--- config.mk ---
export PLATFORM = sky130hd
export DESIGN_NAME = fp_multiply_pipe
export DESIGN_NICKNAME = d
export VERILOG_FILES = /design/src/rtl/fp_multiply_pipe.sv
export SDC_FILE = /design/constraint.sdc
export NUM_CORES = 2
export LEC_CHECK = 0
export CAP_MARGIN = 40
export CORE_MARGIN = 1
export CORE_UTILIZATION = 45
export DETAILED_ROUTE_END_ITERATION = 12
export GPL_TIMING_DRIVEN = 0
export SLEW_MARGIN = 10
export SYNTH_ARGS = -nofsm -noshare
export SYNTH_HDL_FRONTEND = slang
export SYNTH_SLANG_ARGS = --single-unit
--- constraint.sdc ---
create_clock -name clk -period 15.15 [get_ports clk]
set_clock_uncertainty 0.2 [all_clocks]
set_input_delay 2.2725 -clock clk [delete_from_list [all_inputs] [get_ports clk]]
set_output_delay 2.2725 -clock clk [all_outputs]
set_load 0.02 [all_outputs]
--- src/rtl/fp_multiply_pipe.sv ---
// Pipelined floating-point multiplier with generic exponent/fraction widths.
// Valid/ready at both ends; DAZ on input, flush-to-zero on underflow, round-to-nearest-even.
module fp_multiply_pipe #(
  parameter int EXP_W = 8,
  parameter int MAN_W = 23
) (
  input  logic                 clk,
  input  logic                 reset,
  input  logic                 in_valid,
  output logic                 in_ready,
  input  logic [EXP_W+MAN_W:0] IN1,
  input  logic [EXP_W+MAN_W:0] IN2,
  output logic                 out_valid,
  input  logic                 out_ready,
  output logic [EXP_W+MAN_W:0] OUT,
  output logic [3:0]           flags
);
  localparam int W      = 1 + EXP_W + MAN_W;
  localparam int EW     = EXP_W + 2;
  localparam int SIG_W  = MAN_W + 1;
  localparam int PROD_W = 2 * MAN_W + 2;
  localparam logic signed [EW-1:0] BIAS     = EW'((1 << (EXP_W - 1)) - 1);
  localparam logic signed [EW-1:0] EXP_MAX  = EW'((1 << EXP_W) - 1);
  localparam logic signed [EW-1:0] EXP_ZERO = '0;
  localparam logic signed [EW-1:0] EXP_ONE  = EW'(1);

  typedef enum logic [1:0] {K_NUM, K_NAN, K_INF, K_ZERO} kind_t;

  // Returns {carry, fraction}; a carry means the significand rolled over to 2.0.
  function automatic logic [MAN_W:0] round_rne(input logic [MAN_W-1:0] frac,
                                               input logic guard, input logic sticky);
    logic inc;
    inc = guard & (sticky | frac[0]);
    return {1'b0, frac} + {{MAN_W{1'b0}}, inc};
  endfunction

  // Returns {flags, word}; saturates to inf on overflow and flushes to zero on underflow.
  function automatic logic [W+3:0] pack_sat(input logic sign, input kind_t kind,
                                            input logic invalid,
                                            input logic signed [EW-1:0] e_fin,
                                            input logic [MAN_W-1:0] frac,
                                            input logic inexact);
    logic [W-1:0] qnan_w, inf_w, zero_w;
    logic [W+3:0] res;
    qnan_w = {1'b0, {EXP_W{1'b1}}, 1'b1, {(MAN_W-1){1'b0}}};
    inf_w  = {sign, {EXP_W{1'b1}}, {MAN_W{1'b0}}};
    zero_w = {sign, {(W-1){1'b0}}};
    case (kind)
      K_NAN:   res = {invalid, 3'b000, qnan_w};
      K_INF:   res = {4'b0000, inf_w};
      K_ZERO:  res = {4'b0000, zero_w};
      default: begin
        if (e_fin >= EXP_MAX)       res = {4'b0101, inf_w};
        else if (e_fin <= EXP_ZERO) res = {4'b0011, zero_w};
        else                        res = {3'b000, inexact, sign, e_fin[EXP_W-1:0], frac};
      end
    endcase
    return res;
  endfunction

  logic advance;

  logic                    vld_p0_d, vld_p0_q, sign_p0_d, sign_p0_q, inv_p0_d, inv_p0_q;
  kind_t                   kind_p0_d, kind_p0_q;
  logic signed [EW-1:0]    exp_p0_d, exp_p0_q;
  logic [SIG_W-1:0]        siga_p0_d, siga_p0_q, sigb_p0_d, sigb_p0_q;

  logic                    vld_p1_d, vld_p1_q, sign_p1_d, sign_p1_q, inv_p1_d, inv_p1_q;
  kind_t                   kind_p1_d, kind_p1_q;
  logic signed [EW-1:0]    exp_p1_d, exp_p1_q;
  logic [PROD_W-1:0]       prod_p1_d, prod_p1_q;

  logic                    vld_p2_d, vld_p2_q, sign_p2_d, sign_p2_q, inv_p2_d, inv_p2_q;
  kind_t                   kind_p2_d, kind_p2_q;
  logic signed [EW-1:0]    exp_p2_d, exp_p2_q;
  logic [MAN_W-1:0]        frac_p2_d, frac_p2_q;
  logic                    guard_p2_d, guard_p2_q, sticky_p2_d, sticky_p2_q;

  logic                    out_valid_d, out_valid_q;
  logic [W-1:0]            out_d, out_q;
  logic [3:0]              flags_d, flags_q;

  logic                    sa, sb;
  logic [EXP_W-1:0]        ea, eb;
  logic [MAN_W-1:0]        fa, fb;
  logic                    zero_a, zero_b, inf_a, inf_b, nan_a, nan_b;
  logic [MAN_W:0]          rnd;
  logic signed [EW-1:0]    exp_fin;
  logic [W+3:0]            res;

  assign advance   = !out_valid_q || out_ready;
  assign in_ready  = advance;
  assign out_valid = out_valid_q;
  assign OUT       = out_q;
  assign flags     = flags_q;

  // Stage 1: unpack, classify, exponent sum -> p0
  always_comb begin
    {sa, ea, fa} = IN1;
    {sb, eb, fb} = IN2;
    zero_a = (ea == '0);
    zero_b = (eb == '0);
    inf_a  = (ea == '1) && (fa == '0);
    inf_b  = (eb == '1) && (fb == '0);
    nan_a  = (ea == '1) && (fa != '0);
    nan_b  = (eb == '1) && (fb != '0);
    vld_p0_d  = vld_p0_q;
    sign_p0_d = sign_p0_q;
    inv_p0_d  = inv_p0_q;
    kind_p0_d = kind_p0_q;
    exp_p0_d  = exp_p0_q;
    siga_p0_d = siga_p0_q;
    sigb_p0_d = sigb_p0_q;
    if (advance) begin
      vld_p0_d  = in_valid;
      sign_p0_d = sa ^ sb;
      inv_p0_d  = 1'b0;
      if (nan_a || nan_b) begin
        kind_p0_d = K_NAN;
      end else if ((inf_a && zero_b) || (zero_a && inf_b)) begin
        kind_p0_d = K_NAN;
        inv_p0_d  = 1'b1;
      end else if (inf_a || inf_b) begin
        kind_p0_d = K_INF;
      end else if (zero_a || zero_b) begin
        kind_p0_d = K_ZERO;
      end else begin
        kind_p0_d = K_NUM;
      end
      exp_p0_d  = $signed({2'b00, ea}) + $signed({2'b00, eb}) - BIAS;
      siga_p0_d = {1'b1, fa};
      sigb_p0_d = {1'b1, fb};
    end
  end

  // Stage 2: significand product -> p1
  always_comb begin
    vld_p1_d  = vld_p1_q;
    sign_p1_d = sign_p1_q;
    inv_p1_d  = inv_p1_q;
    kind_p1_d = kind_p1_q;
    exp_p1_d  = exp_p1_q;
    prod_p1_d = prod_p1_q;
    if (advance) begin
      vld_p1_d  = vld_p0_q;
      sign_p1_d = sign_p0_q;
      inv_p1_d  = inv_p0_q;
      kind_p1_d = kind_p0_q;
      exp_p1_d  = exp_p0_q;
      prod_p1_d = PROD_W'(siga_p0_q) * PROD_W'(sigb_p0_q);
    end
  end

  // Stage 3a: normalise, extract guard and sticky -> p2
  always_comb begin
    vld_p2_d    = vld_p2_q;
    sign_p2_d   = sign_p2_q;
    inv_p2_d    = inv_p2_q;
    kind_p2_d   = kind_p2_q;
    exp_p2_d    = exp_p2_q;
    frac_p2_d   = frac_p2_q;
    guard_p2_d  = guard_p2_q;
    sticky_p2_d = sticky_p2_q;
    if (advance) begin
      vld_p2_d  = vld_p1_q;
      sign_p2_d = sign_p1_q;
      inv_p2_d  = inv_p1_q;
      kind_p2_d = kind_p1_q;
      if (prod_p1_q[PROD_W-1]) begin
        exp_p2_d    = exp_p1_q + EXP_ONE;
        frac_p2_d   = prod_p1_q[PROD_W-2 -: MAN_W];
        guard_p2_d  = prod_p1_q[MAN_W];
        sticky_p2_d = |prod_p1_q[MAN_W-1:0];
      end else begin
        exp_p2_d    = exp_p1_q;
        frac_p2_d   = prod_p1_q[PROD_W-3 -: MAN_W];
        guard_p2_d  = prod_p1_q[MAN_W-1];
        sticky_p2_d = |prod_p1_q[MAN_W-2:0];
      end
    end
  end

  // Stage 3b: round, renormalise, pack -> output registers
  always_comb begin
    rnd         = round_rne(frac_p2_q, guard_p2_q, sticky_p2_q);
    exp_fin     = exp_p2_q + (rnd[MAN_W] ? EXP_ONE : EXP_ZERO);
    res         = pack_sat(sign_p2_q, kind_p2_q, inv_p2_q, exp_fin, rnd[MAN_W-1:0],
                           guard_p2_q | sticky_p2_q);
    out_valid_d = out_valid_q;
    out_d       = out_q;
    flags_d     = flags_q;
    if (advance) begin
      out_valid_d = vld_p2_q;
      if (vld_p2_q) {flags_d, out_d} = res;
    end
  end

  always_ff @(posedge clk or posedge reset) begin
    if (reset) begin
      vld_p0_q    <= 1'b0;
      vld_p1_q    <= 1'b0;
      vld_p2_q    <= 1'b0;
      out_valid_q <= 1'b0;
      out_q       <= '0;
      flags_q     <= '0;
    end else begin
      vld_p0_q    <= vld_p0_d;
      vld_p1_q    <= vld_p1_d;
      vld_p2_q    <= vld_p2_d;
      out_valid_q <= out_valid_d;
      out_q       <= out_d;
      flags_q     <= flags_d;
    end
  end

  always_ff @(posedge clk) begin
    sign_p0_q   <= sign_p0_d;
    inv_p0_q    <= inv_p0_d;
    kind_p0_q   <= kind_p0_d;
    exp_p0_q    <= exp_p0_d;
    siga_p0_q   <= siga_p0_d;
    sigb_p0_q   <= sigb_p0_d;
    sign_p1_q   <= sign_p1_d;
    inv_p1_q    <= inv_p1_d;
    kind_p1_q   <= kind_p1_d;
    exp_p1_q    <= exp_p1_d;
    prod_p1_q   <= prod_p1_d;
    sign_p2_q   <= sign_p2_d;
    inv_p2_q    <= inv_p2_d;
    kind_p2_q   <= kind_p2_d;
    exp_p2_q    <= exp_p2_d;
    frac_p2_q   <= frac_p2_d;
    guard_p2_q  <= guard_p2_d;
    sticky_p2_q <= sticky_p2_d;
  end

endmodule

Word level (Yosys, flattened, before mapping)

Index checks and enable logic that the tools add are counted.

$add $sub $neg: 5
Multipliers: 1
Magnitude comparators: 2
Eq/ne operators: 5
Multiplexer cells: 11
Bitwise logic cells: 4
Reduce and logical (&&, ||, !) cells: 22

Operators by type and width:

| kind                                                                | number |
|---|---|
| one-hot mux 36 bit (3 select lines)                                 | 1 |
| multiplier 24 x 24 -> 48 bit                                        | 1 |
| zero test 23 bit                                                    | 2 |
| nonzero test 23 bit                                                 | 2 |
| two-way mux 35 bit                                                  | 1 |
| two-way mux 34 bit                                                  | 1 |
| adder 23 x 1 -> 24 bit                                              | 1 |
| two-way mux 23 bit                                                  | 1 |
| OR reduction 23 bit                                                 | 1 |
| OR reduction 22 bit                                                 | 1 |
| equality test 8 bit (second input constant)                         | 2 |
| zero test 8 bit                                                     | 2 |
| adder 10 x 2 -> 10 bit                                              | 1 |
| adder 10 x 2 -> 10 bit (second input constant)                      | 1 |
| greater-or-equal comparator 10 x 9 -> 1 bit (second input constant) | 1 |
| <= comparator 10 x 1 -> 1 bit (second input constant)               | 1 |
| two-way mux 10 bit                                                  | 1 |
| subtractor 9 x 7 -> 10 bit (second input constant)                  | 1 |
| adder 8 x 8 -> 9 bit                                                | 1 |
| logical AND 1 bit                                                   | 6 |
| logical OR 1 bit                                                    | 5 |
| equality test 2 bit (second input constant)                         | 2 |
| two-way mux 1 bit                                                   | 4 |
| two-way mux 2 bit                                                   | 2 |
| 7 further kinds                                                     | 8 |

Flip-flop bits (word level): 201
Input bits: 68
Output and inout port bits: 38
Logic and storage cells: 74

Longest topological paths before layout

Depth in word-level cells: 9
Mapped depth: 26
Mapped depth without buffers: 24

Worst setup path before layout

Ideal clock, no wire load.

Path kind: input port to output port
Start point: in out_ready
End point: out in_ready
Arrival time: 7.039 ns
Data required time: 12.678 ns
Slack: 5.638 ns
Stages on the path: 2
Cell sequence: nand2b_1 -> clkbuf_1

Word-level cells in the longest chain between the ends: 1

RTL lines:

| what             | line | RTL |
|---|---|---|
| start, declared  | 14   | `input logic out_ready,` |
| logical OR 1 bit | 91   | `assign advance = !out_valid_q \|\| out_ready;` |
| end, declared    | 10   | `output logic in_ready,` |

Every way passes these cells.

Worst setup path after layout

Start point: reg siga_p0_q[22]
End point: reg prod_p1_q[46] (data pin)

Word-level cells in the longest chain between the ends: 1

RTL lines:

| what                         | line | RTL |
|---|---|---|
| start, declared              | 66   | `logic [SIG_W-1:0] siga_p0_d, siga_p0_q, sigb_p0_d, sigb_p0_q;` |
| start signal, assigned       | 221  | `siga_p0_q <= siga_p0_d;` |
| multiplier 24 x 24 -> 48 bit | 150  | `prod_p1_d = PROD_W'(siga_p0_q) * PROD_W'(sigb_p0_q);` |
| end signal, assigned         | 227  | `prod_p1_q <= prod_p1_d;` |
| end, declared                | 71   | `logic [PROD_W-1:0] prod_p1_d, prod_p1_q;` |

Every way passes these cells.
A chain may end at the register's enable or synchronous reset.

==> flow_metrics.env <==
export IMPL_vias_per_cell=5.284
export IMPL_path_depth=24
export IMPL_maxSlewViolCount=0
export IMPL_synth_distinct_cells=64
export IMPL_hold_path_class="flip-flop to flip-flop"
export IMPL_postSynthAreaPerCell_um2=10.02
export IMPL_crit_chain="clkbuf_1, inv_1, nor2_1, fa_1, fa_1, inv_1, fa_1, fa_1, inv_1, fa_1, fa_1, inv_1, fa_1, inv_1, ha_1, buf_2, o211ai_1, o21bai_1, nand4_1, o41ai_2, nor3_1, o31ai_1, o31ai_1, xnor2_1"
export IMPL_path_buf_inv=7
export IMPL_antenna_found_initial=0
export IMPL_clkLatencyLatePin_ns=0.57
export IMPL_slowest_delay_ns=0.61
export IMPL_n_fill_cell=5483
export IMPL_critPathTopFamily="adder cells"
export IMPL_violations="design-rule violations"
export IMPL_cts_sinks=201
export IMPL_synth_warnings=0
export IMPL_cp_arrival_ns=8.78
export IMPL_drt_pass1_iterations=11
export IMPL_cp_endpoint="prod_p1_q[46]"
export IMPL_layout_nets=3591
export IMPL_wl_um=81630
export IMPL_drt_iter0_markers=1289
export IMPL_rsz0062_at_grt="no"
export IMPL_ant_nets=0
export IMPL_dp_cells=3591
export IMPL_cp_common_cell="fa_1"
export IMPL_cts_setup_buffers=0
export IMPL_h_tree_depth=1
export IMPL_hpwl_um=66570
export IMPL_layout_cells_non_filler=3640
export IMPL_critPathMaxFanout=11
export IMPL_vias=19233
export IMPL_die_area_um2=61040
export IMPL_ff2ff_setup_slack_ns=6.45
export IMPL_syn_nets=3442
export IMPL_reg2reg_depth=24
export IMPL_multi_input_area_um2=18520
export IMPL_finalSetupTns_ns=0
export IMPL_routedWlPerCell_um=22.43
export IMPL_synth_seq_cells=201
export IMPL_die_w_um=247.1
export IMPL_rr_startpoint="siga_p0_q[22]"
export IMPL_cts_tree="yes"
export IMPL_syn_to_final_growth_pct=11.34
export IMPL_synth_main_ff_cell="edfxtp_1"
export IMPL_crit_start="siga_p0_q[22]"
export IMPL_reg2reg_to="prod_p1_q[46]"
export IMPL_fin_util_pct=50.89
export IMPL_overflow=0
export IMPL_cp_start_kind="flip-flop"
export IMPL_coreArea_um2=59130
export IMPL_gp_congestion=1.006
export IMPL_grt_max_degree=62
export IMPL_crit_slowest_cell="fa_1"
export IMPL_synthesis_instances=2696
export IMPL_status="finished, violations left"
export IMPL_seq_area_um2=5836
export IMPL_cts_resized=0
export IMPL_endpoint_kind="flip-flop"
export IMPL_max_slew_margin_pct=36.17
export IMPL_grt_pass1_wl_um=125100
export IMPL_cts_path_max_buffers=3
export IMPL_clkTransAtPathRegs_ns=0.06
export IMPL_max_cap_violations=0
export IMPL_grt_usage_pct=27.92
export IMPL_cts_made_buffers=25
export IMPL_num_rows=89
export IMPL_setup_viol=0
export IMPL_min_period_ns=8.698
export IMPL_tightestPinTransition_ns=0.9575
export IMPL_drcViolationCount=32
export IMPL_dpl_worst_slack_ns=6.480
export IMPL_setup_ws_ns=6.452
export IMPL_async_reset_ff_share_pct=19.90
export IMPL_drive_above_1_share_pct=4.714
export IMPL_hold_viol=0
export IMPL_fin_crit_sh_pct=57.41
export IMPL_fmax_ghz=0.1150
export IMPL_fp_dieH_um=247.1
export IMPL_start_util_pct=45.71
export IMPL_crit_required_ns=15.24
export IMPL_synth_edf_count=161
export IMPL_hold_buffers=0
export IMPL_grt_pass1_vias=20661
export IMPL_io_buffer_count=105
export IMPL_io_pins=106
export IMPL_critPathKind="flip-flop to flip-flop"
export IMPL_synthesis_area_um2=27030
export IMPL_ys_seq_area_share_pct=21.59
export IMPL_cts_root_buffer="clkbuf_16"
==> cells by family (layout without fill, tap and decap cells) <==
logic type | Yosys count | count (layout) | synth area share [%]
buf+inv | 705 | 873 | 9.903
other cells | 0 | 3 | 0
fa+ha+maj | 678 | 678 | 44.81
compound gates | 205 | 205 | 5.218
mux | 29 | 29 | 1.208
simple gates | 794 | 794 | 14.55
flops | 201 | 201 | 21.59
xor+xnor | 84 | 84 | 2.722
==> per-stage QoR <==
step / hold WS [ns] / cell area [um2]
2_1_floorplan: 0.2003 / 27030
3_3_place_gp: 0.2003 / 29040
3_5_place_dp: 0.2045 / 29300
4_1_cts: 0.2154 / 30080
5_1_grt: 0.2280 / 30080
6_report: 0.2102 / 30090
==> final cells by class <==
type | instances | share of cell area (%)
antenna | 3 | 0.02495
buffer | 115 | 1.547
clock buffer | 30 | 2.141
clock inverter | 16 | 0.4532
inverter | 590 | 7.360
multi-input combinational | 1790 | 61.55
sequential | 201 | 19.39
tap | 773 | 3.214
timing repair buffer | 122 | 4.316
==> synthesized netlist by cell type (3+ instances only) <==
| cell type | n | area (um2) |
|---|---|---|
| o21ai_0 | 38 | 190.2 |
| clkinv_1 | 3 | 11.26 |
| nor2_1 | 74 | 277.8 |
| edfxtp_1 | 161 | 4835 |
| a21oi_1 | 50 | 250.2 |
| nand4_1 | 30 | 187.7 |
| a221o_1 | 5 | 50.05 |
| nor3_1 | 16 | 80.08 |
| a21o_1 | 16 | 120.1 |
| a211oi_1 | 8 | 60.06 |
| nor2b_1 | 5 | 31.28 |
| o31ai_1 | 8 | 60.06 |
| and3_1 | 16 | 100.1 |
| ha_1 | 195 | 2440 |
| and4_1 | 5 | 43.79 |
| and2_1 | 246 | 1539 |
| nor4_1 | 17 | 106.4 |
| dfrtp_1 | 40 | 1001 |
| nand2_1 | 341 | 1280 |
| clkbuf_1 | 100 | 375.4 |
| xor2_1 | 31 | 271.5 |
| a211o_1 | 3 | 26.28 |
| a21boi_0 | 3 | 22.52 |
| xnor2_1 | 53 | 464.2 |
| inv_1 | 587 | 2203 |
| mux2_2 | 29 | 326.6 |
| buf_2 | 11 | 55.05 |
| o21bai_1 | 14 | 105.1 |
| a31oi_1 | 8 | 50.05 |
| or4_1 | 4 | 30.03 |
| nand3_1 | 15 | 75.07 |
| or2_2 | 4 | 25.02 |
| o21ai_2 | 20 | 175.2 |
| fa_1 | 483 | 9669 |
| o21a_1 | 6 | 45.04 |
| o211ai_1 | 7 | 52.55 |
| nand2b_1 | 8 | 50.05 |
==> per-layer routing <==
| metal | global-route usage (%) | part of all wire [%] | vias to the layer above | wire, um |
|---|---|---|---|---|
| li1 | - | - | 8599 | - |
| met1 | 36.06 | 41 | 9703 | 33530 |
| met2 | 44.89 | 46 | 743 | 37240 |
| met3 | 5.394 | 7.7 | 188 | 6250 |
| met4 | 13.74 | 5.6 | 0 | 4610 |
| met5 | 0 | 0 | - | 0 |
==> placed cells by master (no fill, tap or decap), types with 40 or more instances in the layout <==
master / Yosys / routed
and2_1: 246 / 246
a21oi_1: 50 / 50
edfxtp_1: 161 / 161
nor2_1: 74 / 74
ha_1: 195 / 195
dfrtp_1: 40 / 40
clkbuf_1: 100 / 104
nand2_1: 341 / 341
clkdlybuf4s50_1: 0 / 105
inv_1: 587 / 586
xnor2_1: 53 / 53
fa_1: 483 / 483
==> sequential cells by signal, indices dropped and copies added (netlist names), 4 cells and up <==
register / cells
exp_p1_q: 10
prod_p1_q: 48
siga_p0_q: 23
sigb_p0_q: 23
exp_p0_q: 10
flags: 4
frac_p2_q: 23
exp_p2_q: 10
OUT: 32
==> how the worst min path moves through the flow <==
stage	start	to	slack, ns	depth (start not counted)
3_3_place_gp	exp_p0_q[9]	exp_p1_q[9]	0.20	0
5_1_grt	exp_p0_q[1]	exp_p1_q[1]	0.23	0
4_1_cts	inv_p0_q	inv_p1_q	0.22	0
2_1_floorplan	exp_p0_q[0]	exp_p1_q[0]	0.20	0
3_5_place_dp	exp_p0_q[1]	exp_p1_q[1]	0.20	0
6_report	inv_p0_q	inv_p1_q	0.21	0
Power is left out: the tool's default activity adds up to more than one toggle a clock period on the data nets, which glitch-free logic cannot reach.
